$ cat config.mk
export PLATFORM = sky130hd
export DESIGN_NAME = instr_fetch
export DESIGN_NICKNAME = d
export VERILOG_FILES = /design/src/rtl/instr_fetch_pkg.sv /design/src/rtl/instr_fetch.sv
export SDC_FILE = /design/constraint.sdc
export NUM_CORES = 1
export LEC_CHECK = 0
export CAP_MARGIN = 20
export CORE_MARGIN = 5
export CORE_UTILIZATION = 48
export CTS_CLUSTER_SIZE = 25
export DETAILED_ROUTE_END_ITERATION = 10
export PLACE_DENSITY = 0.8
export SLEW_MARGIN = 20
export SYNTH_ARGS = -nofsm -noshare
export SYNTH_HDL_FRONTEND = slang
export SYNTH_SLANG_ARGS = --single-unit
$ cat constraint.sdc
create_clock -name clk -period 1.96 [get_ports clk]
set_clock_uncertainty 0.1 [all_clocks]
set_input_delay 0.392 -clock clk [delete_from_list [all_inputs] [get_ports clk]]
set_output_delay 0.392 -clock clk [all_outputs]
set_load 0.05 [all_outputs]
$ cat src/rtl/instr_fetch_pkg.sv
// -----------------------------------------------------------------------------
// instr_fetch_pkg
//   Shared core definitions used by the fetch stage and the decoder:
//     - state_t     : fetch FSM state encoding (IDLE / FETCH / WAIT / ISSUE)
//     - half_sel_t  : instr_choose encoding (0 = high half, 1 = low half)
//     - LONG_BIT    : position of the long-instruction flag in a word
//     - long_bit()  : the same position for an arbitrary word width
// -----------------------------------------------------------------------------
package instr_fetch_pkg;

  localparam int CORE_WIDTH = 32;

  // The long flag is always the top bit of the instruction word.
  function automatic int long_bit(input int width);
    return width - 1;
  endfunction

  localparam int LONG_BIT = long_bit(CORE_WIDTH);

  typedef enum logic [1:0] {
    S_IDLE  = 2'd0,
    S_FETCH = 2'd1,
    S_WAIT  = 2'd2,
    S_ISSUE = 2'd3
  } state_t;

  // Even halfword addresses hold the high half of a word, odd ones the low half.
  typedef enum logic {
    HALF_HI = 1'b0,
    HALF_LO = 1'b1
  } half_sel_t;

endpackage : instr_fetch_pkg

$ cat src/rtl/instr_fetch.sv
// -----------------------------------------------------------------------------
// instr_fetch
//   Instruction fetch stage feeding the instruction decoder. Reads words from a
//   synchronous instruction RAM (1-cycle read latency) and issues one
//   instruction per dec_en pulse: either a full long word (top bit set) or one
//   16-bit half. A word holding two short instructions is fetched once and
//   issued twice. Honours a downstream stall and redirects on jump requests.
//
// Ports
//   clk, rst_n        clock, asynchronous active-low reset
//   mem_rden          RAM read strobe (decoded from registered state only)
//   mem_addr          RAM word address = pc[WIDTH/2-1:1]
//   mem_q             RAM read data, valid the cycle after mem_rden
//   stall             downstream busy: hold current instruction, issue nothing
//   jump_en/jump_addr one-cycle redirect to a halfword address
//   dec_en            one-cycle issue pulse to the decoder
//   long_instr        held fetched word presented to the decoder
//   instr_choose      0 = high half, 1 = low half of long_instr
//   pc_out            halfword address of the issued instruction
//   align_err         pulse with dec_en when a long word is issued at odd pc
// -----------------------------------------------------------------------------
module instr_fetch
  import instr_fetch_pkg::*;
#(
  parameter int                     WIDTH    = 32,
  parameter logic [WIDTH/2-1:0]     RESET_PC = '0
) (
  input  logic                   clk,
  input  logic                   rst_n,
  output logic                   mem_rden,
  output logic [WIDTH/2-2:0]     mem_addr,
  input  logic [WIDTH-1:0]       mem_q,
  input  logic                   stall,
  input  logic                   jump_en,
  input  logic [WIDTH/2-1:0]     jump_addr,
  output logic                   dec_en,
  output logic [WIDTH-1:0]       long_instr,
  output logic                   instr_choose,
  output logic [WIDTH/2-1:0]     pc_out,
  output logic                   align_err
);

  localparam int HW = WIDTH / 2;
  localparam int LB = long_bit(WIDTH);

  localparam logic [HW-1:0] PC_ONE = HW'(1);
  localparam logic [HW-1:0] PC_TWO = HW'(2);

  // ---------------------------------------------------------------------------
  // State
  // ---------------------------------------------------------------------------
  state_t             state_q, state_d;
  logic [HW-1:0]      pc_q, pc_d;
  logic [WIDTH-1:0]   ir_q, ir_d;

  logic               dec_en_q, dec_en_d;
  logic [WIDTH-1:0]   long_instr_q, long_instr_d;
  half_sel_t          instr_choose_q, instr_choose_d;
  logic [HW-1:0]      pc_out_q, pc_out_d;
  logic               align_err_q, align_err_d;

  // ---------------------------------------------------------------------------
  // Decoded conditions
  // ---------------------------------------------------------------------------
  logic redirect;     // jump accepted this cycle
  logic issue;        // instruction handed to the decoder this cycle
  logic ir_is_long;
  logic pc_odd;

  assign ir_is_long = ir_q[LB];
  assign pc_odd     = pc_q[0];
  // A jump wins over both stall and issue; it is ignored while still in IDLE.
  assign redirect   = jump_en && (state_q != S_IDLE);

  // ---------------------------------------------------------------------------
  // FSM: state register
  // ---------------------------------------------------------------------------
  always_ff @(posedge clk or negedge rst_n) begin
    if (!rst_n) begin
      state_q <= S_IDLE;
    end else begin
      state_q <= state_d;
    end
  end

  // ---------------------------------------------------------------------------
  // FSM: next-state logic
  // ---------------------------------------------------------------------------
  always_comb begin
    state_d = state_q;
    unique case (state_q)
      S_IDLE:  state_d = S_FETCH;
      S_FETCH: state_d = S_WAIT;
      S_WAIT:  state_d = S_ISSUE;
      S_ISSUE: begin
        if (!stall) begin
          // Only a short in the high half leaves a second instruction in ir.
          if (pc_odd || ir_is_long) begin
            state_d = S_FETCH;
          end else begin
            state_d = S_ISSUE;
          end
        end
      end
      default: state_d = S_IDLE;
    endcase
    if (redirect) begin
      state_d = S_FETCH;
    end
  end

  // ---------------------------------------------------------------------------
  // FSM: output decode
  // mem_rden/mem_addr come purely from registered state and pc so the RAM
  // interface has no combinational path from any input.
  // ---------------------------------------------------------------------------
  always_comb begin
    mem_rden = (state_q == S_FETCH);
    issue    = (state_q == S_ISSUE) && !stall && !jump_en;
  end

  assign mem_addr = pc_q[HW-1:1];

  // ---------------------------------------------------------------------------
  // Instruction register: capture RAM data in WAIT unless a jump discards the
  // in-flight read.
  // ---------------------------------------------------------------------------
  always_comb begin
    ir_d = ir_q;
    if ((state_q == S_WAIT) && !jump_en) begin
      ir_d = mem_q;
    end
  end

  // ---------------------------------------------------------------------------
  // PC next-value mux: jump / +2 (aligned long) / +1 (any half) / hold.
  // Arithmetic wraps naturally at the pc width.
  // ---------------------------------------------------------------------------
  always_comb begin
    pc_d = pc_q;
    if (redirect) begin
      pc_d = jump_addr;
    end else if (issue) begin
      if (ir_is_long && !pc_odd) begin
        pc_d = pc_q + PC_TWO;
      end else begin
        // Short at either half, or a misaligned long: step one halfword.
        pc_d = pc_q + PC_ONE;
      end
    end
  end

  always_ff @(posedge clk or negedge rst_n) begin
    if (!rst_n) begin
      pc_q <= RESET_PC;
      ir_q <= '0;
    end else begin
      pc_q <= pc_d;
      ir_q <= ir_d;
    end
  end

  // ---------------------------------------------------------------------------
  // Registered decoder-facing outputs. Data outputs hold their last issued
  // value between pulses so the decoder sees a stable instruction.
  // ---------------------------------------------------------------------------
  always_comb begin
    dec_en_d       = issue;
    align_err_d    = issue && pc_odd && ir_is_long;
    long_instr_d   = long_instr_q;
    instr_choose_d = instr_choose_q;
    pc_out_d       = pc_out_q;
    if (issue) begin
      long_instr_d   = ir_q;
      instr_choose_d = pc_odd ? HALF_LO : HALF_HI;
      pc_out_d       = pc_q;
    end
  end

  always_ff @(posedge clk or negedge rst_n) begin
    if (!rst_n) begin
      dec_en_q       <= 1'b0;
      long_instr_q   <= '0;
      instr_choose_q <= HALF_HI;
      pc_out_q       <= RESET_PC;
      align_err_q    <= 1'b0;
    end else begin
      dec_en_q       <= dec_en_d;
      long_instr_q   <= long_instr_d;
      instr_choose_q <= instr_choose_d;
      pc_out_q       <= pc_out_d;
      align_err_q    <= align_err_d;
    end
  end

  assign dec_en       = dec_en_q;
  assign long_instr   = long_instr_q;
  assign instr_choose = instr_choose_q;
  assign pc_out       = pc_out_q;
  assign align_err    = align_err_q;

endmodule : instr_fetch

# Word-level counts from Yosys, hierarchy flattened
# Index checks and enable logic that the tools add are counted.
word_totals:
  regBits: 101
  out_inout_bits: 67
  elab_cells: 36
op_classes:
  n_addsub: 2
  eq_ne: 4
  n_mux: 8
  reduce_logical: 14
op_table:
  columns: ["op", "count"]
  rows:
  - ["two-way mux 16 bit", 3]
  - ["adder 16 x 1 -> 16 bit, second input constant", 1]
  - ["adder 16 x 2 -> 16 bit, second input constant", 1]
  - ["case mux 2 bit (4 select lines)", 1]
  - ["logical AND 1 bit", 7]
  - ["two-way mux 2 bit", 3]
  - ["equality test 2 bit, second input constant", 2]
  - ["nonzero test 2 bit", 2]
  - ["logical NOT 1 bit", 3]
  - ["!= test 3 bit, second input constant", 1]
  - ["equality test 2 x 1 -> 1 bit, second input constant", 1]
  - ["logical NOT 2 bit", 1]
  - ["logical OR 1 bit", 1]
  - ["two-way mux 1 bit", 1]

# Logic depth before layout (Yosys ltp)
# Gate-level depths: netlist of run 1.
depth:
  word_depth: 5
  mapped_depth: 8

# Worst setup path before layout of run 1
# No wires, ideal clock.
synth_path:
  path_kind: "flip-flop to flip-flop"
  startpoint: "register pc_q[2]"
  endpoint: "register pc_q[11]"
  setup_time_ns: 0.126
  t_arrival_ns: 1.589
  required_ns: 1.734
  slack_ns: 0.145
  path_stages_with_launch: 7
  n_path_buf: 0
  period_less_slack_ns: 1.815
  path_cell_list: "dfrtp_1 -> ha_1 -> o211a_4 -> nor2b_4 -> nand4_1 -> a21o_1 -> a221o_1"
synth_via:
  elab_chain_cells: 4
  elab_cells_between_ends: 5
synth_lines:
  columns: ["element", "line", "rtl"]
  rows:
  - ["start: declaration", "instr_fetch.sv:53", "logic [HW-1:0] pc_q, pc_d;"]
  - ["start signal: assignment", "instr_fetch.sv:158", "pc_q <= pc_d;"]
  - ["adder 16 x 1 -> 16 bit or adder 16 x 2 -> 16 bit (tied branches)", "instr_fetch.sv:148, instr_fetch.sv:145", null]
  - ["two-way mux 16 bit (*)", "instr_fetch.sv:144", "if (ir_is_long && !pc_odd) begin"]
  - ["two-way mux 16 bit (*)", "instr_fetch.sv:143", "end else if (issue) begin"]
  - ["two-way mux 16 bit (*)", "instr_fetch.sv:141", "if (redirect) begin"]
# Every way passes the cells marked *; elsewhere a longest branch is shown, timed or not. The select of a mux whose other input is x is not followed.
# A chain may end at the register's enable or synchronous reset.

# Final worst setup path of run 1
layout_path:
  startpoint: "register pc_q[7]"
  endpoint: "register pc_q[12]"
# Same word-level chain as after synthesis.

==> impl_results.md, run 1 <==
* Status: finished clean
* Layout net count at 586
* Vias in the first global route at 3446
* DR pass1 iterations at 4
* CTS root buf: clkbuf_8
* Pwr Total at 7.77 mW
* Actual slew at the worst max-slew pin at 533 ps
* Seq cells post-synth at 100
* Crit-path max FO at 5
* Detailed Place HPWL at 7370 um
* Max Cap Viol at 0
* Detailed Route Iter0 Violations at 124
* Die height at 104 um
* Leakage at 2.82 nW
* Die area at 10900 sq um
* Most frequent cell after synthesis: nand2_1
* Crit share post-route at 0.944
* Fmax at 541 MHz
* Share of cells above drive strength 1 at 0.291
* DR DRC count at 0
* Mapped cell area at 4270 sq um
* Fin crit period at 1850 ps
* Commonest cells in the netlist: 154 x nand2_1, 100 x dfrtp_1, 32 x mux2_2
* Starting Density at 0.492
* Critical Path Sink Type: flop
* WL final at 10300 um
* Synth top area share at 0.586
* Max IR drop VDD at 1.05 mV
* IO buf count at 118
* Arrival @ worst endpoint at 2000 ps
* Diodes inserted at 0
* Vias at 3356
* Core footprint at 8680 sq um
* Max_slew headroom at 0.645
* Setup TNS Final at 0 ps
* Seq/Total Area, Yosys at 0.586
* Num rows at 34
* Synthesized area per cell at 10.4 sq um
* Worst Path Required at 2110 ps
* GP Congestion at 0.821
* Endpoints failing hold at 0
* CTS Sinks at 100
* Yosys cell types at 44
* Top cells by area, synth: dfrtp_1 59%, nand2_1 14%, mux2_2 8.4%
* Final core area utilization at 0.653
* Number of routed nets with antenna violations at 0
* Fill cells at 703
* Pin count of the biggest net entering global routing at 101
* Via-per-instance ratio at 5.20
* Synthesized net count at 463
* Clock Latency Late Sink at 360 ps
* Commonest register cell after synthesis: dfrtp_1
* GRT Total Usage at 0.192
* Layout area overhead at 32.7%
* RSZ-0062 raised after global routing: no
* Initial antenna violation count at 0
* TritonCTS Buffers at 9
* Cell Pwr Density at 1370 nW/um^2
* WS Path Type: flop to flop
* Yosys top cell by area: dfrtp_1
* Worst min path class: flop to flop
* CTS H-tree lvls at 3
* CTS tree: built
* WL/cell at 15.9 um
* Async set-reset flop share out of synthesis at 1.00
* Final slew viol count at 0
* Reg clk slew, reported paths at 90 ps
* Boundary Pins at 119
* Synth Instances at 409
* Clk buf depth at 2
* Post-synth EDFFs at 0
* First-pass GRT wire length at 17000 um
* Total congestion overflow at 0
* Synth Warn # at 0
* Final setup vio count at 0
* Die Wd at 104 um
* Nature of the critical path startpoint: flop
layout by cell type (no fill, tap or decap), types with 3 or more instances in the layout:
cell | Yosys | layout
clkdlybuf4s50_1 | 0 | 50
nand4_1 | 3 | 3
nand2_1 | 154 | 154
nor3_1 | 3 | 3
a21oi_1 | 5 | 5
nor2_1 | 12 | 11
buf_12 | 0 | 3
o21ai_0 | 8 | 8
clkinv_2 | 0 | 3
mux2_2 | 32 | 32
nand3_1 | 6 | 6
a221o_1 | 5 | 5
nand2b_1 | 4 | 4
buf_4 | 17 | 94
clkbuf_8 | 0 | 9
a22oi_1 | 4 | 4
mux2i_1 | 3 | 3
dfrtp_1 | 100 | 100
flip-flops by register name, indices dropped and copies added (netlist names):
| name | cells |
|---|---|
| dec_en | 1 |
| state_q | 2 |
| ir_q | 32 |
| align_err | 1 |
| pc_out | 16 |
| pc_q | 16 |
| long_instr | 32 |
per-stage QoR:
| stage | std cells | hold WS (ps) | cell area, sq um | worst slack (ps) |
|---|---|---|---|---|
| finish | 645 | 371 | 5670 | 110 |
| global route | 645 | 395 | 5670 | 25.6 |
| CTS | 645 | 378 | 5670 | 12.0 |
| detailed placement | 628 | 358 | 5470 | -368 |
| global placement | 628 | 343 | 5470 | -334 |
| floorplan | 409 | -3.59 | 4270 | 145 |
per-layer routing:
layer	share of wire	up-vias	track usage
li1	-	1590	-
met1	0.41	1624	0.246
met2	0.49	127	0.305
met3	0.078	15	0.0745
met4	0.014	0	0.0481
met5	0	-	0
worst paths after layout:
path,from,end,slack [ps],cells past startpoint
worst max-delay path,pc_q[7]$_DFFE_PN0P_,pc_q[12]$_DFFE_PN0P_,110,5
worst min-delay path,ir_q[23]$_DFFE_PN0P_,long_instr[23]$_DFFE_PN0P_,370,2
worst max register to register,pc_q[7]$_DFFE_PN0P_,pc_q[12]$_DFFE_PN0P_,110,5
worst min register to register,ir_q[23]$_DFFE_PN0P_,long_instr[23]$_DFFE_PN0P_,370,2
max in group asynchronous,rst_n,long_instr[29]$_DFFE_PN0P_,840,3
min in group asynchronous,rst_n,pc_out[3]$_DFFE_PN0P_,510,3
cell families after synthesis:
kind of cell,after synthesis,synth area share
xor gates and xnor gates,1,0.00205
DFF,100,0.586
buffers and inverters,38,0.0518
muxes,36,0.0949
AOI/OAI and AO/OA,36,0.0638
and+or+nand+nor,196,0.196
adders and majority gates,2,0.00586
power breakdown:
group,internal [mW],switching [mW]
combinational,1.12,2.21
clock,0.594,0.704
sequential,2.71,0.430
total,4.43,3.34
layout make-up:
type                            count  area, sq um  share of cell area
Tap cell                          108          135              0.0238
Sequential cell                   100         2500               0.441
Clock inverter                      6         62.6              0.0110
Multi-Input combinational cell    271         1560               0.275
Inverter                            2         7.51             0.00132
Clock buffer                       10          128              0.0225
Timing Repair Buffer              148         1280               0.225
critical path: stages, from the launching register on:
cell and delay (ps):
dfrtp_1 440, nand4_2 220, nor3_1 400, nand4_1 170
mux2i_1 150, a221o_1 260
what timing repair did:
| action | in CTS | in global routing |
|---|---|---|
| gates resized for setup | 0 | 1 |
| hold buffers | 1 | 0 |
| buffers inserted | 0 | 0 |
| setup endpoints to repair | 0 | 8 |
| endpoints found under the hold margin | 3 | 0 |
Note: power is estimated with default switching activity, not from simulation.
==> run 2: changes to the inputs <==
--- a/config.mk
+++ b/config.mk
@@ -10,7 +10,9 @@
 export CORE_UTILIZATION = 48
 export CTS_CLUSTER_SIZE = 25
 export DETAILED_ROUTE_END_ITERATION = 10
+export HOLD_SLACK_MARGIN = 0.03
 export PLACE_DENSITY = 0.8
+export SKIP_LAST_GASP = 1
 export SLEW_MARGIN = 20
 export SYNTH_ARGS = -nofsm -noshare
 export SYNTH_HDL_FRONTEND = slang
==> results of run 2 <==
Final layout, timing and power as in run 1 (identical DEF).
